[src/rtl/max7219_frame_decoder.sv]
// Passive MAX7219 link listener: deserialises DIN/CLK/LOAD frames and keeps a
// decoded shadow of the eight digit registers plus the decode-mode register.
module max7219_frame_decoder #(
  parameter int CLK_SYNC_STAGES = 2
) (
  input  logic        clk,
  input  logic        rst_n,
  input  logic        spi_clk,
  input  logic        spi_din,
  input  logic        spi_load,
  output logic        frame_valid,
  output logic        frame_error,
  output logic [3:0]  frame_addr,
  output logic [7:0]  frame_data,
  output logic [31:0] digit_hex,
  output logic [7:0]  digit_known,
  output logic [7:0]  digit_dp
);

  // Returns {known, nibble} for one digit byte under the given decode mode.
  function automatic logic [4:0] decode_digit(input logic code_b, input logic [7:0] data);
    logic [4:0] r;
    r = 5'h00;
    if (code_b) begin
      if (data[3:0] <= 4'd9) r = {1'b1, data[3:0]};
      else                   r = 5'h00;
    end else begin
      case (data[6:0])
        7'h7E:   r = 5'h10;
        7'h30:   r = 5'h11;
        7'h6D:   r = 5'h12;
        7'h79:   r = 5'h13;
        7'h33:   r = 5'h14;
        7'h5B:   r = 5'h15;
        7'h5F:   r = 5'h16;
        7'h70:   r = 5'h17;
        7'h7F:   r = 5'h18;
        7'h7B:   r = 5'h19;
        7'h77:   r = 5'h1A;
        7'h1F:   r = 5'h1B;
        7'h4E:   r = 5'h1C;
        7'h3D:   r = 5'h1D;
        7'h4F:   r = 5'h1E;
        7'h47:   r = 5'h1F;
        default: r = 5'h00;
      endcase
    end
    return r;
  endfunction

  logic [CLK_SYNC_STAGES-1:0] clk_sync_q, din_sync_q, load_sync_q;
  logic        clk_prev_q, load_prev_q;
  logic        clk_rise_q, load_rise_q, din_q;

  // D15..D12 never reach an output, so only the low 12 bits are kept.
  logic [11:0] shift_q, shift_d;
  logic [4:0]  cnt_q, cnt_d;
  logic        valid_q, valid_d, error_q, error_d;
  logic [3:0]  addr_q, addr_d;
  logic [7:0]  data_q, data_d;
  logic [7:0]  decode_q, decode_d;
  logic [31:0] hex_q, hex_d;
  logic [7:0]  known_q, known_d, dp_q, dp_d;
  logic [2:0]  idx_s;
  logic [4:0]  dec_s;

  // Input synchronisers and registered edge detection; din is delayed to stay aligned with the clock rise.
  always_ff @(posedge clk or negedge rst_n) begin
    if (!rst_n) begin
      clk_sync_q  <= '0;
      din_sync_q  <= '0;
      load_sync_q <= '0;
      clk_prev_q  <= 1'b0;
      load_prev_q <= 1'b0;
      clk_rise_q  <= 1'b0;
      load_rise_q <= 1'b0;
      din_q       <= 1'b0;
    end else begin
      clk_sync_q  <= {clk_sync_q[CLK_SYNC_STAGES-2:0], spi_clk};
      din_sync_q  <= {din_sync_q[CLK_SYNC_STAGES-2:0], spi_din};
      load_sync_q <= {load_sync_q[CLK_SYNC_STAGES-2:0], spi_load};
      clk_prev_q  <= clk_sync_q[CLK_SYNC_STAGES-1];
      load_prev_q <= load_sync_q[CLK_SYNC_STAGES-1];
      clk_rise_q  <= clk_sync_q[CLK_SYNC_STAGES-1] & ~clk_prev_q;
      load_rise_q <= load_sync_q[CLK_SYNC_STAGES-1] & ~load_prev_q;
      din_q       <= din_sync_q[CLK_SYNC_STAGES-1];
    end
  end

  // Frame assembly and shadow-register update; a LOAD rise takes priority over a clock rise.
  always_comb begin
    cnt_d    = cnt_q;
    shift_d  = shift_q;
    valid_d  = 1'b0;
    error_d  = 1'b0;
    addr_d   = addr_q;
    data_d   = data_q;
    decode_d = decode_q;
    hex_d    = hex_q;
    known_d  = known_q;
    dp_d     = dp_q;
    idx_s    = 3'(shift_q[11:8] - 4'd1);
    dec_s    = decode_digit(decode_q[idx_s], shift_q[7:0]);
    if (load_rise_q) begin
      cnt_d   = 5'd0;
      shift_d = 12'h000;
      if (cnt_q == 5'd16) begin
        valid_d = 1'b1;
        addr_d  = shift_q[11:8];
        data_d  = shift_q[7:0];
        case (shift_q[11:8])
          4'h1, 4'h2, 4'h3, 4'h4, 4'h5, 4'h6, 4'h7, 4'h8: begin
            hex_d[idx_s*4 +: 4] = dec_s[3:0];
            known_d[idx_s]      = dec_s[4];
            dp_d[idx_s]         = shift_q[7];
          end
          4'h9:    decode_d = shift_q[7:0];
          default: decode_d = decode_q;
        endcase
      end else begin
        error_d = 1'b1;
      end
    end else if (clk_rise_q) begin
      shift_d = {shift_q[10:0], din_q};
      if (cnt_q != 5'd31) cnt_d = cnt_q + 5'd1;
      else                cnt_d = cnt_q;
    end else begin
      cnt_d = cnt_q;
    end
  end

  // State and output registers.
  always_ff @(posedge clk or negedge rst_n) begin
    if (!rst_n) begin
      cnt_q    <= 5'd0;
      shift_q  <= 12'h000;
      valid_q  <= 1'b0;
      error_q  <= 1'b0;
      addr_q   <= 4'h0;
      data_q   <= 8'h00;
      decode_q <= 8'h00;
      hex_q    <= 32'h0;
      known_q  <= 8'h00;
      dp_q     <= 8'h00;
    end else begin
      cnt_q    <= cnt_d;
      shift_q  <= shift_d;
      valid_q  <= valid_d;
      error_q  <= error_d;
      addr_q   <= addr_d;
      data_q   <= data_d;
      decode_q <= decode_d;
      hex_q    <= hex_d;
      known_q  <= known_d;
      dp_q     <= dp_d;
    end
  end

  assign frame_valid = valid_q;
  assign frame_error = error_q;
  assign frame_addr  = addr_q;
  assign frame_data  = data_q;
  assign digit_hex   = hex_q;
  assign digit_known = known_q;
  assign digit_dp    = dp_q;

endmodule

[config.mk]
export PLATFORM = sky130hd
export DESIGN_NAME = max7219_frame_decoder
export DESIGN_NICKNAME = d
export VERILOG_FILES = /design/src/rtl/max7219_frame_decoder.sv
export SDC_FILE = /design/constraint.sdc
export NUM_CORES = 1
export LEC_CHECK = 0
export CORE_MARGIN = 2
export CORE_UTILIZATION = 54
export CTS_CLUSTER_DIAMETER = 100
export CTS_CLUSTER_SIZE = 12
export DETAILED_ROUTE_END_ITERATION = 8
export PLACE_DENSITY = 0.92
export SLEW_MARGIN = 5
export SYNTH_ARGS = -nofsm -noshare
export SYNTH_HDL_FRONTEND = slang
export SYNTH_SLANG_ARGS = --single-unit
[constraint.sdc]
create_clock -name clk -period 3.7 [get_ports clk]
set_input_delay 0.555 -clock clk [delete_from_list [all_inputs] [get_ports clk]]
set_output_delay 0.555 -clock clk [all_outputs]
set_load 0.02 [all_outputs]
[Yosys cells after proc, flatten, opt, wreduce, memory -nomap -nowiden]
Cells that the tools add are included.
Word-level totals
  flip-flop bits (word level): 98
  logic and storage cells: 84
Cells by class
  $add $sub $neg: 3
  $lt $le $gt $ge: 3
  eq/ne operators: 27
  shifts and indexed selects: 2
  mux-type cells: 19
  bitwise logic cells: 4
  reductions and logical operators: 8
Operators by type and width (count)
  $eq A7 B7 Y1 const B: 12
  $pmux W5 S16: 1
  $neg A5 Y34: 1
  $shift A4 B34 Y32 const A: 1
  $shiftx A4 B34 Y32: 1
  $bwmux W32: 1
  $mux W5: 5
  $mux W12: 2
  $eq A7 B6 Y1 const B: 3
  $bwmux W8: 2
  $eq A4 B3 Y1 const B: 4
  $eq A4 B2 Y1 const B: 2
  $eq A4 B4 Y1 const B: 2
  $reduce_or A8 Y1: 1
  $eq A7 B5 Y1 const B: 1
  $mux W1: 6
  $reduce_and A3 Y1: 2
  $add A5 B1 Y5 const B: 1
  $eq A5 B5 Y1 const B: 1
  $ne A5 B5 Y1 const B: 1
  $eq A4 B1 Y1 const B: 1
  $le A4 B4 Y1 const B: 1
  $lt A3 B4 Y1 const B: 1
  $reduce_and A2 Y1: 2
  8 further kinds: 11

[Longest topological paths before layout]
  depth after elaboration: 6
  gate-level depth with buffers: 12

[Worst setup path before layout]
No wires, ideal clock.
  path kind: flip-flop to flip-flop
  from: reg shift_q[8]
  to: reg hex_q[16], in the netlist digit_hex[16]
  setup time: 0.125 ns
  arrival time: 3.002 ns
  required time: 3.575 ns
  slack: 0.574 ns
  cell stages (with the launch flop): 12
  buffers on the path: 2
  clock period less this slack: 3.126 ns
  cell sequence: dfrtp_1 buf_2 inv_1 ha_1 xor2_2 inv_2 ha_1 clkbuf_1 nor2b_1 o21ai_0 nor4_2 mux2_2
On the way
  word-level cells in the longest chain between the ends: 6
  elaborated cells between the ends (all ways): 18
Ends and longest elaborated chain
  start: declaration: RTL line 56  | logic [11:0] shift_q, shift_d;
  start signal: assignment: RTL line 147  | shift_q <= shift_d;
  $sub A3 B1 Y3: RTL line 102  | idx_s = 3'(shift_q[11:8] - 4'd1);
  $bmux W1 S3: RTL line 103  | dec_s = decode_digit(decode_q[idx_s], shift_q[7:0]);
  $mux W1 (not written as such): RTL line 103
  $mux W5: RTL line 24  | if (code_b) begin
  $shiftx A4 B34 Y32: RTL line 113  | hex_d[idx_s*4 +: 4] = dec_s[3:0];
  $bwmux W32: RTL line 113
  end signal: assignment: RTL line 142  | hex_q <= 32'h0;
  end signal: assignment: RTL line 153  | hex_q <= hex_d;
  end: declaration: RTL line 62  | logic [31:0] hex_q, hex_d;
Several ways; a longest one is shown, not always the timed one. The select of a mux whose other input is x is not followed.
A chain may end at the register's enable or synchronous reset.

[Worst setup path in the final report]
Ends and elaborated chain as after synthesis.

==> results.py <==
metrics = {
    "route": {
        "wl_per_cell_um": 17.0,
        "viasPerCell": 5.82,
        "num_vias": 3279,
        "drtIter0Drc": 260,
        "drtPass1Iterations": 6,
        "wirelength_um": 9570,
        "drc": 0,
        "drtAntennaViolNets": 0,
    },
    "worst_setup_path": {
        "cp.required_ps": 3950,
        "crit_fanout": 12,
        "crit_path_max_incr_delay_ps": 620,
        "crit_chain": "inv_1 > ha_1 > xor2_2 > inv_2 > ha_1 > nor2b_1 > o21ai_0 > nor4_2 > buf_4 > mux2_2",
        "worst_path_max_delay_cell": "dfrtp_1",
        "crit_arrival_ps": 3660,
        "criticalPathCategory": "reg2reg",
        "cp_common_cell": "ha_1",
        "rr_worst_depth": 10,
        "worstSetupStartpointType": "flop",
        "end_kind": "flop",
    },
    "floorplan": {
        "fp-row-count": 33,
        "core_sq_um": 8180,
        "initial_utilization": 0.555,
        "die_x_um": 95.7,
        "die_area_sq_um": 9160,
        "die_height_um": 95.7,
        "ios": 67,
    },
    "global_route": {
        "grt_antenna_before_repair": 0,
        "grt_pass1_wl_um": 15700,
        "grtUsageTotal": 0.221,
        "gr-total-overflow": 0,
        "grt_max_degree": 58,
        "grt_pass1_vias": 3189,
    },
    "timing": {
        "tns_ps": 0,
        "fin_crit_sh": 0.920,
        "relSlewSlack": 0.523,
        "hold_viol_final": 0,
        "max_freq_mhz": 294,
        "layout_setup_ws_ps": 297,
        "slew_viol_final": 0,
        "holdWs_ps": 222,
        "setup_violations": 0,
        "finalCriticalPeriod_ps": 3400,
        "clock_skew_ps": 14.2,
        "rsz0062_at_grt": "no",
        "tightest_slew_ps": 716,
    },
    "logic_synthesis": {
        "synth-seq-cells": 98,
        "yosysMostFrequentCell": "dfrtp_1",
        "ys_types": 63,
        "ys_warn_count": 0,
        "synthTopCellsByArea": "dfrtp_1, mux2_2, nand2_1",
        "synthTopCellsByCount": "dfrtp_1, nand2_1, mux2_2, nor2_1, clkbuf_1",
        "yosysTopAreaCell": "dfrtp_1",
        "ys_async_sr_fraction": 1.00,
        "yosysSeqAreaShare": 0.540,
        "netlist_area_sq_um": 4540,
        "syn-instance-count": 398,
        "synth_edf_count": 0,
        "syn-mean-instance-area_sq_um": 11.4,
        "ys.flop_type": "dfrtp_1",
        "yosysTopAreaCellShare": 0.540,
        "syn_nets": 414,
    },
    "hold_path": {
        "hold_class": "in2async",
    },
    "clock_tree": {
        "clk_pin_slew_ps": 110,
        "postCtsSetupBuffers": 0,
        "cts_made_buffers": 9,
        "insertion_delay_ps": 370,
        "hold_buffers": 0,
        "root_buffer": "clkbuf_8",
        "htreeDepth": 3,
        "clock_tree.buffer_depth": 2,
        "cts_resized": 0,
        "cts_tree": "yes",
        "cts_sinks": 98,
    },
    "layout": {
        "num_antenna_cells": 0,
        "nFillCells": 630,
        "synthToLayoutAreaGrowth_pct": 19.8,
        "nets": 469,
        "drive_above_1_share": 0.155,
        "stdcell_count": 563,
    },
    "outcome": {
        "status": "finished clean",
    },
    "place": {
        "detailedPlace.worstSlack_ps": 318,
        "post-place-cells": 547,
        "dpl.hpwl_um": 6850,
        "gp_congestion": 0.898,
        "port-buffer-count": 66,
    },
    "flow_run": {
        "maxCapViolCount": 0,
    },
    "power": {
        "p_leak_uw": 0.00239,
        "p_total_uw": 1830,
        "ir_drop_uv": 291,
        "p_per_area_nw_per_um2": 336,
    },
}
cells in the final DEF, fill, tap and decap left out, types with 4 or more instances in the layout:
master            n
dfrtp_1          98
clkdlybuf4s50_1  65
nand2_1          37
mux2_2           33
nor2_1           27
nand4_1          18
o21ai_1          13
mux2i_1          13
o21ai_0          12
ha_1             11
nor2b_1          10
clkbuf_8          9
a21oi_1           8
inv_1             7
o31ai_1           6
nand2b_1          5
nand3_1           4
nor4_1            4
buf_4             4
flip-flops by register name, indices dropped and copies added (netlist names), 2 cells and up:
signal and flops:
decode_q 8, digit_dp 8, frame_addr 4, digit_hex 32, shift_q 12, din_sync_q 2
clk_sync_q 2, digit_known 8, load_sync_q 2, cnt_q 5, frame_data 8
where the power goes:
| part | switching (uW) | internal (uW) |
|---|---|---|
| registers | 30.0 | 1080 |
| logic | 34.4 | 23.4 |
| clock network | 397 | 256 |
path summary, 6_finish.rpt:
kind / slack, ps / endpoint / from
min in group clk: 360 / din_q / din_sync_q[1]
worst max-delay path: 300 / digit_hex[16] / shift_q[8]
worst min-delay path: 220 / shift_q[4] / rst_n
worst max register to register: 300 / digit_hex[16] / shift_q[8]
worst min register to register: 360 / din_q / din_sync_q[1]
max in group asynchronous: 2710 / digit_hex[2] / rst_n
area by class of cell:
type | instances | area [sq um] | share of cell area
flip-flops and latches | 98 | 2450 | 0.451
inverters | 8 | 30.0 | 0.00552
well taps | 105 | 131 | 0.0242
clock inverters | 7 | 60.1 | 0.0110
repair buffers | 69 | 681 | 0.125
multi-input cells | 267 | 1960 | 0.360
clock buffers | 9 | 124 | 0.0228
worst max-delay path, delay by kind of cell (launching register included):
kind                     cells  cell delay [ps]
buffers and inverters        3              560
multiplexers                 1              330
AND/OR/NAND/NOR              2              460
XOR/XNOR                     1              400
AO/OA/AOI/OAI                1              150
adder cells (fa/ha/maj)      2              770
flip-flops                   1              620
stage by stage:
stage                      util  area [sq um]
final                     0.665          5440
after global routing      0.665          5440
after CTS                 0.665          5440
after detailed placement  0.643          5260
after global placement    0.643          5260
after floorplan               -          4540
routing by layer:
| layer | routed length (um) | global-route usage |
|---|---|---|
| met2 | 4630 | 0.347 |
| met5 | 0 | 0 |
| met1 | 4330 | 0.316 |
| met4 | 151 | 0.0750 |
| met3 | 456 | 0.0368 |
cell families after synthesis:
| family | Yosys count | synth area share |
|---|---|---|
| adders and majority gates | 11 | 0.0303 |
| xor gates and xnor gates | 5 | 0.0113 |
| muxes | 52 | 0.131 |
| AOI/OAI and AO/OA | 57 | 0.0816 |
| buffers and inverters | 33 | 0.0281 |
| and+or+nand+nor | 142 | 0.178 |
| DFF | 98 | 0.540 |
Note: power is estimated with default switching activity, not from simulation.
